[src/rtl/oa211_pkg.sv]
// Shared definitions for the oa211_pipe block: mode encodings and the lane-wise
// 2-1-1 gate evaluation used when a transaction is accepted.
package oa211_pkg;

    localparam logic [1:0] MODE_OAI = 2'b00;
    localparam logic [1:0] MODE_OA  = 2'b01;
    localparam logic [1:0] MODE_AOI = 2'b10;
    localparam logic [1:0] MODE_AO  = 2'b11;

    // Widest lane count the evaluation function handles; callers zero-extend their
    // operands to this width and keep only the low lanes of the result.
    localparam int EVAL_W = 64;

    // Lane-wise complex gate. An unknown mode yields an unknown result so that
    // X on the mode input is visible downstream instead of being masked.
    function automatic logic [EVAL_W-1:0] oa211_eval(
        input logic [1:0]        mode,
        input logic [EVAL_W-1:0] a,
        input logic [EVAL_W-1:0] b,
        input logic [EVAL_W-1:0] c,
        input logic [EVAL_W-1:0] d
    );
        logic [EVAL_W-1:0] r;
        case (mode)
            MODE_OAI: r = ~((a | b) & c & d);
            MODE_OA:  r =   (a | b) & c & d;
            MODE_AOI: r = ~((a & b) | c | d);
            MODE_AO:  r =   (a & b) | c | d;
            default:  r = {EVAL_W{1'bx}};
        endcase
        return r;
    endfunction

endpackage

[src/rtl/oa211_pipe_stage.sv]
// One pipeline slot: a valid flag plus its data word. The valid flag follows the
// upstream valid whenever the slot is allowed to advance; the data word only
// changes when a real result arrives, so bubbles never disturb stored data.
module oa211_pipe_stage
    import oa211_pkg::*;
#(
    parameter int WIDTH = 8
) (
    input  logic             clk,
    input  logic             rst,
    input  logic             load,
    input  logic             v_in,
    input  logic [WIDTH-1:0] d_in,
    output logic             v_out,
    output logic [WIDTH-1:0] d_out
);

    // Slot register: advance on load, capture data only alongside a valid.
    always_ff @(posedge clk or posedge rst) begin
        if (rst) begin
            v_out <= 1'b0;
            d_out <= '0;
        end else if (load) begin
            v_out <= v_in;
            if (v_in) begin
                d_out <= d_in;
            end
        end
    end

endmodule

[src/rtl/oa211_pipe.sv]
// Vectorised, registered 2-1-1 complex gate (OAI/OA/AOI/AO selected per
// transaction) behind a STAGES-deep valid/ready pipeline. The result is computed
// at acceptance, so later mode changes never touch data already in flight.
// A saturating counter tracks how many results the consumer has taken.
// WIDTH must not exceed EVAL_W from the package.
module oa211_pipe
    import oa211_pkg::*;
#(
    parameter int WIDTH  = 8,
    parameter int STAGES = 2,
    parameter int CNT_W  = 16
) (
    input  logic             clk,
    input  logic             rst,
    input  logic             in_valid,
    output logic             in_ready,
    input  logic [1:0]       mode,
    input  logic [WIDTH-1:0] a,
    input  logic [WIDTH-1:0] b,
    input  logic [WIDTH-1:0] c,
    input  logic [WIDTH-1:0] d,
    output logic             out_valid,
    input  logic             out_ready,
    output logic [WIDTH-1:0] y,
    input  logic             clr_cnt,
    output logic [CNT_W-1:0] res_cnt
);

    localparam logic [CNT_W-1:0] CNT_MAX = '1;

    logic [STAGES-1:0] v;
    logic [STAGES-1:0] adv;
    logic [STAGES-1:0] v_src;
    logic [WIDTH-1:0]  data  [STAGES];
    logic [WIDTH-1:0]  d_src [STAGES];
    logic [WIDTH-1:0]  eval_res;

    assign eval_res = WIDTH'(oa211_eval(mode, EVAL_W'(a), EVAL_W'(b), EVAL_W'(c), EVAL_W'(d)));

    // Advance chain from the output backwards: a slot may move when it is empty
    // or when the slot ahead of it is moving. A running term avoids a
    // self-referencing vector so the chain stays a plain combinational cascade.
    always_comb begin
        logic go;
        adv = '0;
        go  = out_ready;
        for (int k = STAGES - 1; k >= 0; k--) begin
            go     = ~v[k] | go;
            adv[k] = go;
        end
    end

    // Feed each slot from its predecessor; the first slot takes the fresh result.
    always_comb begin
        v_src    = '0;
        v_src[0] = in_valid;
        d_src[0] = eval_res;
        for (int k = 1; k < STAGES; k++) begin
            v_src[k] = v[k-1];
            d_src[k] = data[k-1];
        end
    end

    for (genvar k = 0; k < STAGES; k++) begin : g_stage
        oa211_pipe_stage #(
            .WIDTH (WIDTH)
        ) u_stage (
            .clk   (clk),
            .rst   (rst),
            .load  (adv[k]),
            .v_in  (v_src[k]),
            .d_in  (d_src[k]),
            .v_out (v[k]),
            .d_out (data[k])
        );
    end

    assign in_ready  = adv[0];
    assign out_valid = v[STAGES-1];
    assign y         = data[STAGES-1];

    // Delivered-result counter: clear wins over a same-cycle delivery, and the
    // count holds at its maximum instead of wrapping.
    always_ff @(posedge clk or posedge rst) begin
        if (rst) begin
            res_cnt <= '0;
        end else if (clr_cnt) begin
            res_cnt <= '0;
        end else if (out_valid && out_ready && (res_cnt != CNT_MAX)) begin
            res_cnt <= res_cnt + CNT_W'(1);
        end
    end

endmodule

[config.mk]
export PLATFORM = sky130hd
export DESIGN_NAME = oa211_pipe
export DESIGN_NICKNAME = d
export VERILOG_FILES = /design/src/rtl/oa211_pkg.sv /design/src/rtl/oa211_pipe_stage.sv /design/src/rtl/oa211_pipe.sv
export SDC_FILE = /design/constraint.sdc
export NUM_CORES = 1
export LEC_CHECK = 0
export BUFFER_PORTS_ARGS = -buffer_cell sky130_fd_sc_hd__buf_4
export CAP_MARGIN = 5
export CORE_UTILIZATION = 39
export CTS_CLUSTER_DIAMETER = 60
export DETAILED_ROUTE_END_ITERATION = 16
export HOLD_SLACK_MARGIN = 0.08
export PLACE_DENSITY_LB_ADDON = 0.1
export SLEW_MARGIN = 20
export SYNTH_ARGS = -nofsm -noshare
export SYNTH_HDL_FRONTEND = slang
export SYNTH_SLANG_ARGS = --single-unit
[constraint.sdc]
create_clock -name clk -period 1.9 [get_ports clk]
set_input_delay 0.38 -clock clk [delete_from_list [all_inputs] [get_ports clk]]
set_output_delay 0.38 -clock clk [all_outputs]
set_load 0.01 [all_outputs]
==> results of run 1 <==
==> synth_stat cells <==
| cell | n | area share (%) |
|---|---|---|
| nand2b_1 | 5 | 1.7 |
| clkbuf_1 | 4 | 0.80 |
| nor2b_1 | 1 | 0.33 |
| nor3_1 | 13 | 3.5 |
| a211oi_1 | 9 | 3.6 |
| nand3_2 | 1 | 0.53 |
| o31ai_1 | 4 | 1.6 |
| a31oi_1 | 1 | 0.33 |
| or4_1 | 3 | 1.2 |
| or4_2 | 1 | 0.47 |
| dfrtp_1 | 34 | 45 |
| buf_2 | 2 | 0.53 |
| nand4_2 | 1 | 0.67 |
| ha_1 | 1 | 0.67 |
| nor2_1 | 6 | 1.2 |
| a21oi_1 | 17 | 4.5 |
| and3_1 | 2 | 0.67 |
| o21ai_0 | 12 | 3.2 |
| or3_1 | 4 | 1.3 |
| inv_1 | 11 | 2.2 |
| or3_4 | 1 | 0.60 |
| o21ba_2 | 1 | 0.53 |
| nand4_1 | 4 | 1.3 |
| and2_1 | 1 | 0.33 |
| o22ai_1 | 9 | 3.0 |
| xor2_1 | 8 | 3.7 |
| nand3_1 | 4 | 1.1 |
| mux2_2 | 10 | 6.0 |
| o31a_1 | 1 | 0.47 |
| buf_1 | 2 | 0.40 |
| nor4_1 | 6 | 2.0 |
| and4_2 | 1 | 0.53 |
| mux2i_1 | 1 | 0.53 |
| nor4_2 | 1 | 0.67 |
| a41oi_1 | 1 | 0.47 |
| nand3b_1 | 1 | 0.40 |
| nand2_1 | 16 | 3.2 |
| o211ai_1 | 1 | 0.40 |
==> how the worst max path moves through the flow <==
stage                     start     endpoint  slack, ps  depth (start not counted)
finish               res_cnt[0]   res_cnt[6]        100                          5
detailed placement  res_cnt[12]   res_cnt[9]        210                          5
global route         res_cnt[1]   res_cnt[6]         20                          5
CTS                 res_cnt[12]   res_cnt[9]        190                          5
floorplan            res_cnt[0]  res_cnt[12]        180                          5
global placement    res_cnt[12]   res_cnt[9]        200                          5
==> registers in the layout, summed over array words and instances (netlist names) <==
name and count:
g_stage.u_stage.d_out 16, res_cnt 16, g_stage.u_stage.v_out 2
==> final cells by class <==
class | instances | area (um2)
Fill cell | 424 | 1910
Multi-Input combinational cell | 148 | 966
Sequential cell | 34 | 851
Timing Repair Buffer | 73 | 548
Clock buffer | 7 | 86.3
Tap cell | 52 | 65.1
Inverter | 11 | 41.3
Clock inverter | 1 | 5.00
==> cells by family (layout without fill, tap and decap cells) <==
logic type	after synthesis	count (layout)
compound gates	56	56
xor+xnor	8	8
fa+ha+maj	1	1
buf+inv	19	92
flops	34	34
mux	11	11
simple gates	72	72
==> critical path, cell delays in order, from the launching register on <==
cell and delay (ps):
dfrtp_1 360, ha_1 180, nand4_1 260, buf_4 280, or4_1 500, a21oi_1 150
==> power by group through the flow <==
stage                     Clock, W  Sequential, W  Combinational [W]
after floorplan                  0       0.000895           0.000170
after global placement           0       0.000872           0.000396
after detailed placement         0       0.000875           0.000402
after CTS                 0.000567       0.000861           0.000403
after global routing      0.000594       0.000872           0.000439
final                     0.000550       0.000859           0.000394
==> routing by layer <==
| layer | wire length [um] | GRT usage, % | up-vias |
|---|---|---|---|
| li1 | - | - | 889 |
| met1 | 1780 | 20.6 | 757 |
| met4 | 74 | 8.22 | 0 |
| met5 | 0 | 0 | - |
| met3 | 310 | 5.63 | 6 |
| met2 | 1940 | 28.9 | 65 |
==> through the flow <==
step           util (%)  std cells  worst slack, ps
2_1_floorplan         -        201              183
3_3_place_gp       54.9        318              200
3_5_place_dp       54.9        318              215
4_1_cts            57.0        326              191
5_1_grt            57.3        326             23.6
6_report           57.3        326             98.1
==> metrics.md, run 1 <==
| Metric | Value |
|---|---|
| Failing checks | DRC |
| Power, Total | ~0.0018 W |
| Largest family of logic cells by synthesized area | simple AND/OR/NAND/NOR gates |
| Syn. warnings | 0 |
| Setup TNS | 0 ps |
| GRT overflow | 0 |
| Tcrit/Tclk final | around 95% |
| Xor and xnor fraction of the mapped netlist area | 3.73% |
| DR vias | 1,717 |
| TritonCTS clock tree | done |
| Synth-to-Final Area Change | 36.5% |
| Mapped Avg Cell Area | 9.34 um2 |
| DPL Wire Length | 3060 um |
| Ant. Diodes | 0 |
| Mapped Area | 0.00188 mm2 |
| Routed WL per cell | 12.6 um |
| Final Instance Area | 0.00256 mm2 |
| CP max FO | 11 |
| Gpl congestion | 0.829 |
| Initial antenna violation count | 0 |
| Clock power frac | 30.5% |
| Final setup viols | 0 |
| Detailed Route WL | approximately 4100 um |
| Largest net degree at the start of global routing | 35 |
| Adder-Cell Fraction of Synth Area | 0.667% |
| Net count, final | 313 |
| Post-CTS Hold Buffers | 0 |
| Clk_lat worst skew | between 200 and 300 ps |
| Final Max Slew Viols | 0 |
| Least-Margin Pin Slew | 421 ps |
| Commonest non-fill, non-tap cells in the layout | buf_4, dfrtp_1, a21oi_1 |
| Switch share | a little over a quarter |
| Period minus WS final | 1800 ps |
| Vias in the first global route | 1,534 |
| Clock Skews | 7.96 ps |
| Worst endpoint required time | around 2100 ps |
| Worst-path clk slew | roughly 70 ps |
| Number of max-cap violations | 0 |
| CP arrival | 2020 ps |
| Yosys reg bits | 34 |
| Cells on worst reg2reg path | 5 |
| RR Startpoint | res_cnt[0] |
| Setup crit end kind | flip-flop |
| Cell Int Power | between 0.001 and 0.0015 W |
| Root Buffer Master | clkbuf_8 |
| Die Width | ~70 um |
| Status | finished, violations left |
| Switching pwr | 0.000477 W |
| Starting DRT DRC Count | ~130 |
| WS Path Type | reg2reg |
| CTS HTree Levels | 2 |
| Worst slew margin | 71.9% |
| R2R Path End | res_cnt[6] |
| Antenna-violating nets left | 0 |
| # IOs | 65 |
| CTS sink cnt | 34 |
| Vert. Die Dim | 71.4 um |
| Initial Util | 41.9% |
| Maximum clock path buffer count | 2 |
| Post-CTS sizing | 0 |
| Power per Cell Area | 703 mW/mm2 |
| Pleak | between 1 and 1.5 nW |
| RSZ-0062 raised after global routing | false |
| Worst Setup Start Kind | flip-flop |
| Post-Syn Nets | 241 |
| Reg power frac | 47.6% |
| Combinational share of power | 21.9% |
| Share of layout cells above drive strength 1 | a little over a third |
| Detailed-route DRC error count | 2 |
| Peak Freq | 555 MHz |
| Die area | around 0.0051 mm2 |
| Port-buffer cells | 64 |
| Worst vdd ir | slightly below 0.0003 V |
| Register area share after synthesis | 45.3% |
| Synth Area in Simple Gates | 21.7% |
| Total iterations of the first detailed-routing run | 10 |
| Worst hold slack | 177 ps |
| FF-to-FF setup slack | 100 ps |
| Routed vias/inst | 5.27 |
| Mapped Cells | 201 |
| Worst min path class | in2async |
| Compound-Gate Fraction of Synth Area | a little under a fifth |
| Placed Area | 0.00246 mm2 |
| Num CTS Buffers | 5 |
| Total Routing Usage GR | 17.5% |
| Post-synthesis mux area share | under 10% |
| Total core area | 0.00447 mm2 |
| Final hold violations | 0 |
| Commonest non-fill, non-tap cell in the layout | buf_4 |
| Post-CTS setup buffers | 0 |
| Unique masters post-synth | 38 |
| Wire length of the first global-routing pass | 6890 um |
| # rows | 24 |
(Power assumes the default switching activity.)
==> run 2, diff against run 1 <==
Settings changed: CORE_UTILIZATION 39 to 50.
==> metrics.md, run 2 (synthesis results as in run 1) <==
| Metric | Value |
|---|---|
| Top flop regs | g_stage.u_stage.d_out x16, res_cnt x16, g_stage.u_stage.v_out x2 |
| Die Width | between 60 and 70 um |
| DR vias | 1,781 |
| RSZ-0062 raised after global routing | false |
| Critical path startpoint | res_cnt[5] |
| Clk_lat worst skew | ~280 ps |
| CTS HTree Levels | 2 |
| Combinational share of power | between 20% and 30% |
| Starting DRT DRC Count | around 120 |
| Worst Setup Start Kind | flip-flop |
| Gpl congestion | 0.890 |
| Setup TNS | 0 ps |
| CTS sink cnt | 34 |
| Cell Int Power | 0.00131 W |
| Routed WL per cell | roughly 12 um |
| Clock Skews | 8.71 ps |
| Ant. Diodes | 0 |
| Power per Cell Area | 698 mW/mm2 |
| Detailed Route WL | 3910 um |
| Total iterations of the first detailed-routing run | 4 |
| Pleak | around 1.2 nW |
| # IOs | 65 |
| Cell Chain, Critical Path | nand4_2, or3_4, or4_1, a21oi_1 |
| Final Util | between 70% and 80% |
| Worst endpoint required time | 2110 ps |
| Least-Margin Pin Slew | 439 ps |
| Initial antenna violation count | 0 |
| FF-to-FF setup slack | ~160 ps |
| # rows | 21 |
| RR Startpoint | res_cnt[5] |
| WP buf/inv | 0 |
| Wire length of the first global-routing pass | between 6000 and 7000 um |
| Multi-input gate area | 961 um2 |
| Switching pwr | 0.000457 W |
| Antenna-violating nets left | 0 |
| Die area | around 0.004 mm2 |
| Worst slew margin | 70.5% |
| Initial Util | between 50% and 60% |
| Final Max Slew Viols | 0 |
| Root Buffer Master | clkbuf_8 |
| Routed vias/inst | 5.62 |
| Detailed-route DRC error count | 0 |
| Crit path max-delay cell type | dfrtp_1 |
| Reg power frac | about 49% |
| Synth-to-Final Area Change | 35.0% |
| Total Routing Usage GR | 21.8% |
| Clock power frac | 29.1% |
| Final setup viols | 0 |
| Worst vdd ir | 0.000396 V |
| Peak Freq | 576 MHz |
| Num CTS Buffers | 5 |
| Net count, final | between 300 and 400 |
| CP arrival | between 1500 and 2000 ps |
| Worst-path clk slew | about 70 ps |
| Instance count on the critical path | 4 |
| Switch share | 25.8% |
| Port-buffer cells | 64 |
| GRT overflow | 0 |
| Number of max-cap violations | 0 |
| Commonest non-fill, non-tap cells in the layout | buf_4, dfrtp_1, a21oi_1 |
| Tcrit/Tclk final | 91.4% |
| Period minus WS final | 1740 ps |
| Setup crit end kind | flip-flop |
| WS Path Type | reg2reg |
| Fill count | between 200 and 300 |
| Cells on worst reg2reg path | 4 |
| Crit path max-delay family | simple AND/OR/NAND/NOR gates |
| Worst min path class | in2async |
| Total core area | 0.00347 mm2 |
| Largest net degree at the start of global routing | 35 |
| CP max FO | 8 |
| Reg area | 851 um2 |
| TritonCTS clock tree | done |
| Vert. Die Dim | 63.3 um |
| DPL Wire Length | 2940 um |
| Maximum clock path buffer count | 2 |
| Largest stage delay, worst path | 480 ps |
| Final hold violations | 0 |
| Vias in the first global route | around 1,600 |
| Share of layout cells above drive strength 1 | about a third |
| Status | finished, final reports clean |
| Commonest non-fill, non-tap cell in the layout | buf_4 |
[run 2: cell types whose count changed in the layout (fill, tap and decap cells not counted)]
cell and change:
clkbuf_1 -1, nor3_2 -1, nor3_1 +1, buf_4 -1, clkinv_2 -1
[run 2: metal layers]
metal,track usage [%],vias up,share of wire (%)
li1,-,891,-
met1,23.9,811,41
met2,39.0,68,50
met3,5.62,11,6.1
met4,10.2,0,2.5
met5,0,-,0
[run 2: cell type report]
class | count | area share (%)
Timing Repair Buffer | 72 | 21.3
Tap cell | 46 | 2.27
Multi-Input combinational cell | 148 | 37.9
Sequential cell | 34 | 33.6
Inverter | 11 | 1.63
Clock buffer | 6 | 3.26
[run 2: tightest hold or removal path, stage by stage]
cell   delay (ps)
buf_4         110
inv_1          40
buf_4         360
[run 2: power groups by stage]
| stage | clock network (W) | logic [W] | registers (W) |
|---|---|---|---|
| CTS | 0.000530 | 0.000402 | 0.000859 |
| global route | 0.000564 | 0.000437 | 0.000873 |
| global placement | 0 | 0.000392 | 0.000870 |
| detailed placement | 0 | 0.000401 | 0.000873 |
| floorplan | 0 | 0.000170 | 0.000895 |
| finish | 0.000515 | 0.000396 | 0.000858 |
[run 2: worst paths after layout]
kind / end
min reg2reg: g_stage[0].u_stage.d_out[6]
max in group asynchronous: g_stage[1].u_stage.d_out[2]
min in group clk: g_stage[0].u_stage.v_out
min: res_cnt[2]
max reg2reg: res_cnt[11]
max: res_cnt[11]
[run 2: repair_timing]
action	CTS	global route
hold buffers	0	0
endpoints found under the setup margin	0	1
hold endpoints to repair	0	0
setup buffers	0	0
gates resized for setup	0	1
[run 2: per-stage QoR]
| step | cells | hold WS [ps] | total power (W) | setup WS [ps] | area, um2 |
|---|---|---|---|---|---|
| after detailed placement | 311 | 467 | 0.00127 | 200 | 2440 |
| final | 317 | 185 | 0.00177 | 164 | 2530 |
| after global routing | 317 | 225 | 0.00187 | 37.1 | 2530 |
| after floorplan | 201 | 446 | 0.00107 | 183 | 1880 |
| after CTS | 317 | 197 | 0.00179 | 141 | 2520 |
| after global placement | 311 | 459 | 0.00126 | 210 | 2440 |
==> run 3, diff against run 2 <==
Settings changed: BUFFER_PORTS_ARGS -buffer_cell sky130_fd_sc_hd__buf_4 to -buffer_cell sky130_fd_sc_hd__buf_2.
Clock period 1.9 ns to 2 ns, I/O delays scaled along.
==> metrics.md, run 3 (synthesis results as in run 1) <==
| Metric | Value |
|---|---|
| Total core area | 0.00347 mm2 |
| Clk_lat worst skew | 280 ps |
| RR Startpoint | res_cnt[11] |
| Worst slew margin | between 60% and 70% |
| FF-to-FF setup slack | approximately 160 ps |
| Met1 usage | 21.5% |
| Detailed Route WL | 3960 um |
| GRT overflow | 0 |
| Peak Freq | 544 MHz |
| Initial Util | between 50 and 60% |
| Final setup viols | 0 |
| Crit path max-delay cell type | nor4_2 |
| Setup TNS | 0 ps |
| # rows | 21 |
| RSZ-0062 raised after global routing | false |
| Commonest non-fill, non-tap cells in the layout | buf_2, dfrtp_1, a21oi_1 |
| CP arrival | a little over 2000 ps |
| Die Width | 63.3 um |
| Final hold violations | 0 |
| TritonCTS clock tree | done |
| Met3 usage | under 10% |
| Num CTS Buffers | 5 |
| Tcrit/Tclk final | 91.9% |
| Wire length of the first global-routing pass | 6820 um |
| Fill count | 312 |
| Cells on worst reg2reg path | 5 |
| Crit path max-delay family | simple AND/OR/NAND/NOR gates |
| Maximum clock path buffer count | 2 |
| Ant. Diodes | 0 |
| M2 GR Usage | 41.7% |
| Root Buffer Master | clkbuf_8 |
| Power per Cell Area | 687 mW/mm2 |
| Final Util | 68.0% |
| Worst-path clk slew | 70 ps |
| Routed vias/inst | 5.54 |
| Setup crit end kind | flip-flop |
| Clock Skews | 6.50 ps |
| Routed WL per cell | 12.5 um |
| Pleak | 1.11 nW |
| Total Routing Usage GR | 21.7% |
| Worst min path class | in2async |
| CP max FO | 9 |
| Commonest non-fill, non-tap cell in the layout | buf_2 |
| Top flop regs | g_stage.u_stage.d_out x16, res_cnt x16, g_stage.u_stage.v_out x2 |
| Least-Margin Pin Slew | 540 ps |
| Post-CTS setup buffers | 0 |
| Total iterations of the first detailed-routing run | 4 |
| R2R Path End | res_cnt[3] |
| Pre-CTS WS | about 220 ps |
| Worst endpoint required time | 2210 ps |
| Post-CTS sizing | 0 |
| Worst vdd ir | roughly 0.00034 V |
| WS Path Type | reg2reg |
| Vert. Die Dim | ~63 um |
| Multi-input gate area | 952 um2 |
| Die area | 0.00400 mm2 |
| Antenna-violating nets left | 0 |
| DR vias | 1,755 |
| Net count, final | around 310 |
| # IOs | 65 |
| Cell Chain, Critical Path | nand4_1, nor4_2, buf_4, o21ai_0, a21oi_1 |
| CTS sink cnt | 34 |
| WP buf/inv | 1 |
| Final Max Slew Viols | 0 |
| Gpl congestion | ~0.84 |
| Starting DRT DRC Count | 69 |
| Reg area | 851 um2 |
| Vias in the first global route | 1,661 |
| Worst hold slack | 193 ps |
| Share of layout cells above drive strength 1 | 35.1% |
| Number of max-cap violations | 0 |
| Most Used Layer, Global Route | met2 |
| Final WS setup | 163 ps |
| Detailed-route DRC error count | 0 |
| CTS HTree Levels | 2 |
| Power, Total | 0.00162 W |
| Initial antenna violation count | 0 |
| DPL Wire Length | 3000 um |
| Status | finished, final reports clean |
| Synth-to-Final Area Change | 25.7% |
| Period minus WS final | 1840 ps |
| Largest stage delay, worst path | 580 ps |
| Post-CTS Hold Buffers | 0 |
| Largest net degree at the start of global routing | 35 |
| Worst Setup Start Kind | flip-flop |
| Port-buffer cells | 64 |
-- run 3: tightest hold or removal path: cells and delay by family --
kind	cells	cell delay (ps)
buffers and inverters	3	500
-- run 3: area by class of cell --
cell class | instances | share of cell area, %
Inverter | 11 | 1.75
Clock inverter | 2 | 0.637
Clock buffer | 5 | 2.92
Multi-Input combinational cell | 148 | 40.4
Timing Repair Buffer | 71 | 15.8
Tap cell | 46 | 2.44
Sequential cell | 34 | 36.1
-- run 3: worst max-delay path by stage --
stage	start	to	depth (start not counted)
after floorplan	res_cnt[0]	res_cnt[12]	5
after global placement	out_ready	res_cnt[11]	5
after detailed placement	res_cnt[11]	res_cnt[3]	5
after CTS	res_cnt[11]	res_cnt[3]	5
after global routing	res_cnt[11]	res_cnt[3]	5
final	res_cnt[11]	res_cnt[3]	5
-- run 3: where the power goes --
group          internal, W  switching (W)
Sequential        0.000773      0.0000420
Clock             0.000237       0.000245
Combinational     0.000159       0.000164
-- run 3: through the flow --
| step | std cells | instance area, um2 |
|---|---|---|
| CTS | 317 | 2360 |
| finish | 317 | 2360 |
| detailed placement | 310 | 2270 |
| floorplan | 201 | 1880 |
| global placement | 310 | 2270 |
| global route | 317 | 2360 |
-- run 3: routing by layer --
metal	wire length (um)	vias to the layer above	part of all wire, %
li1	-	888	-
met5	0	-	0
met1	1600	806	40
met4	51	0	1.3
met3	202	6	5.1
met2	2100	55	53
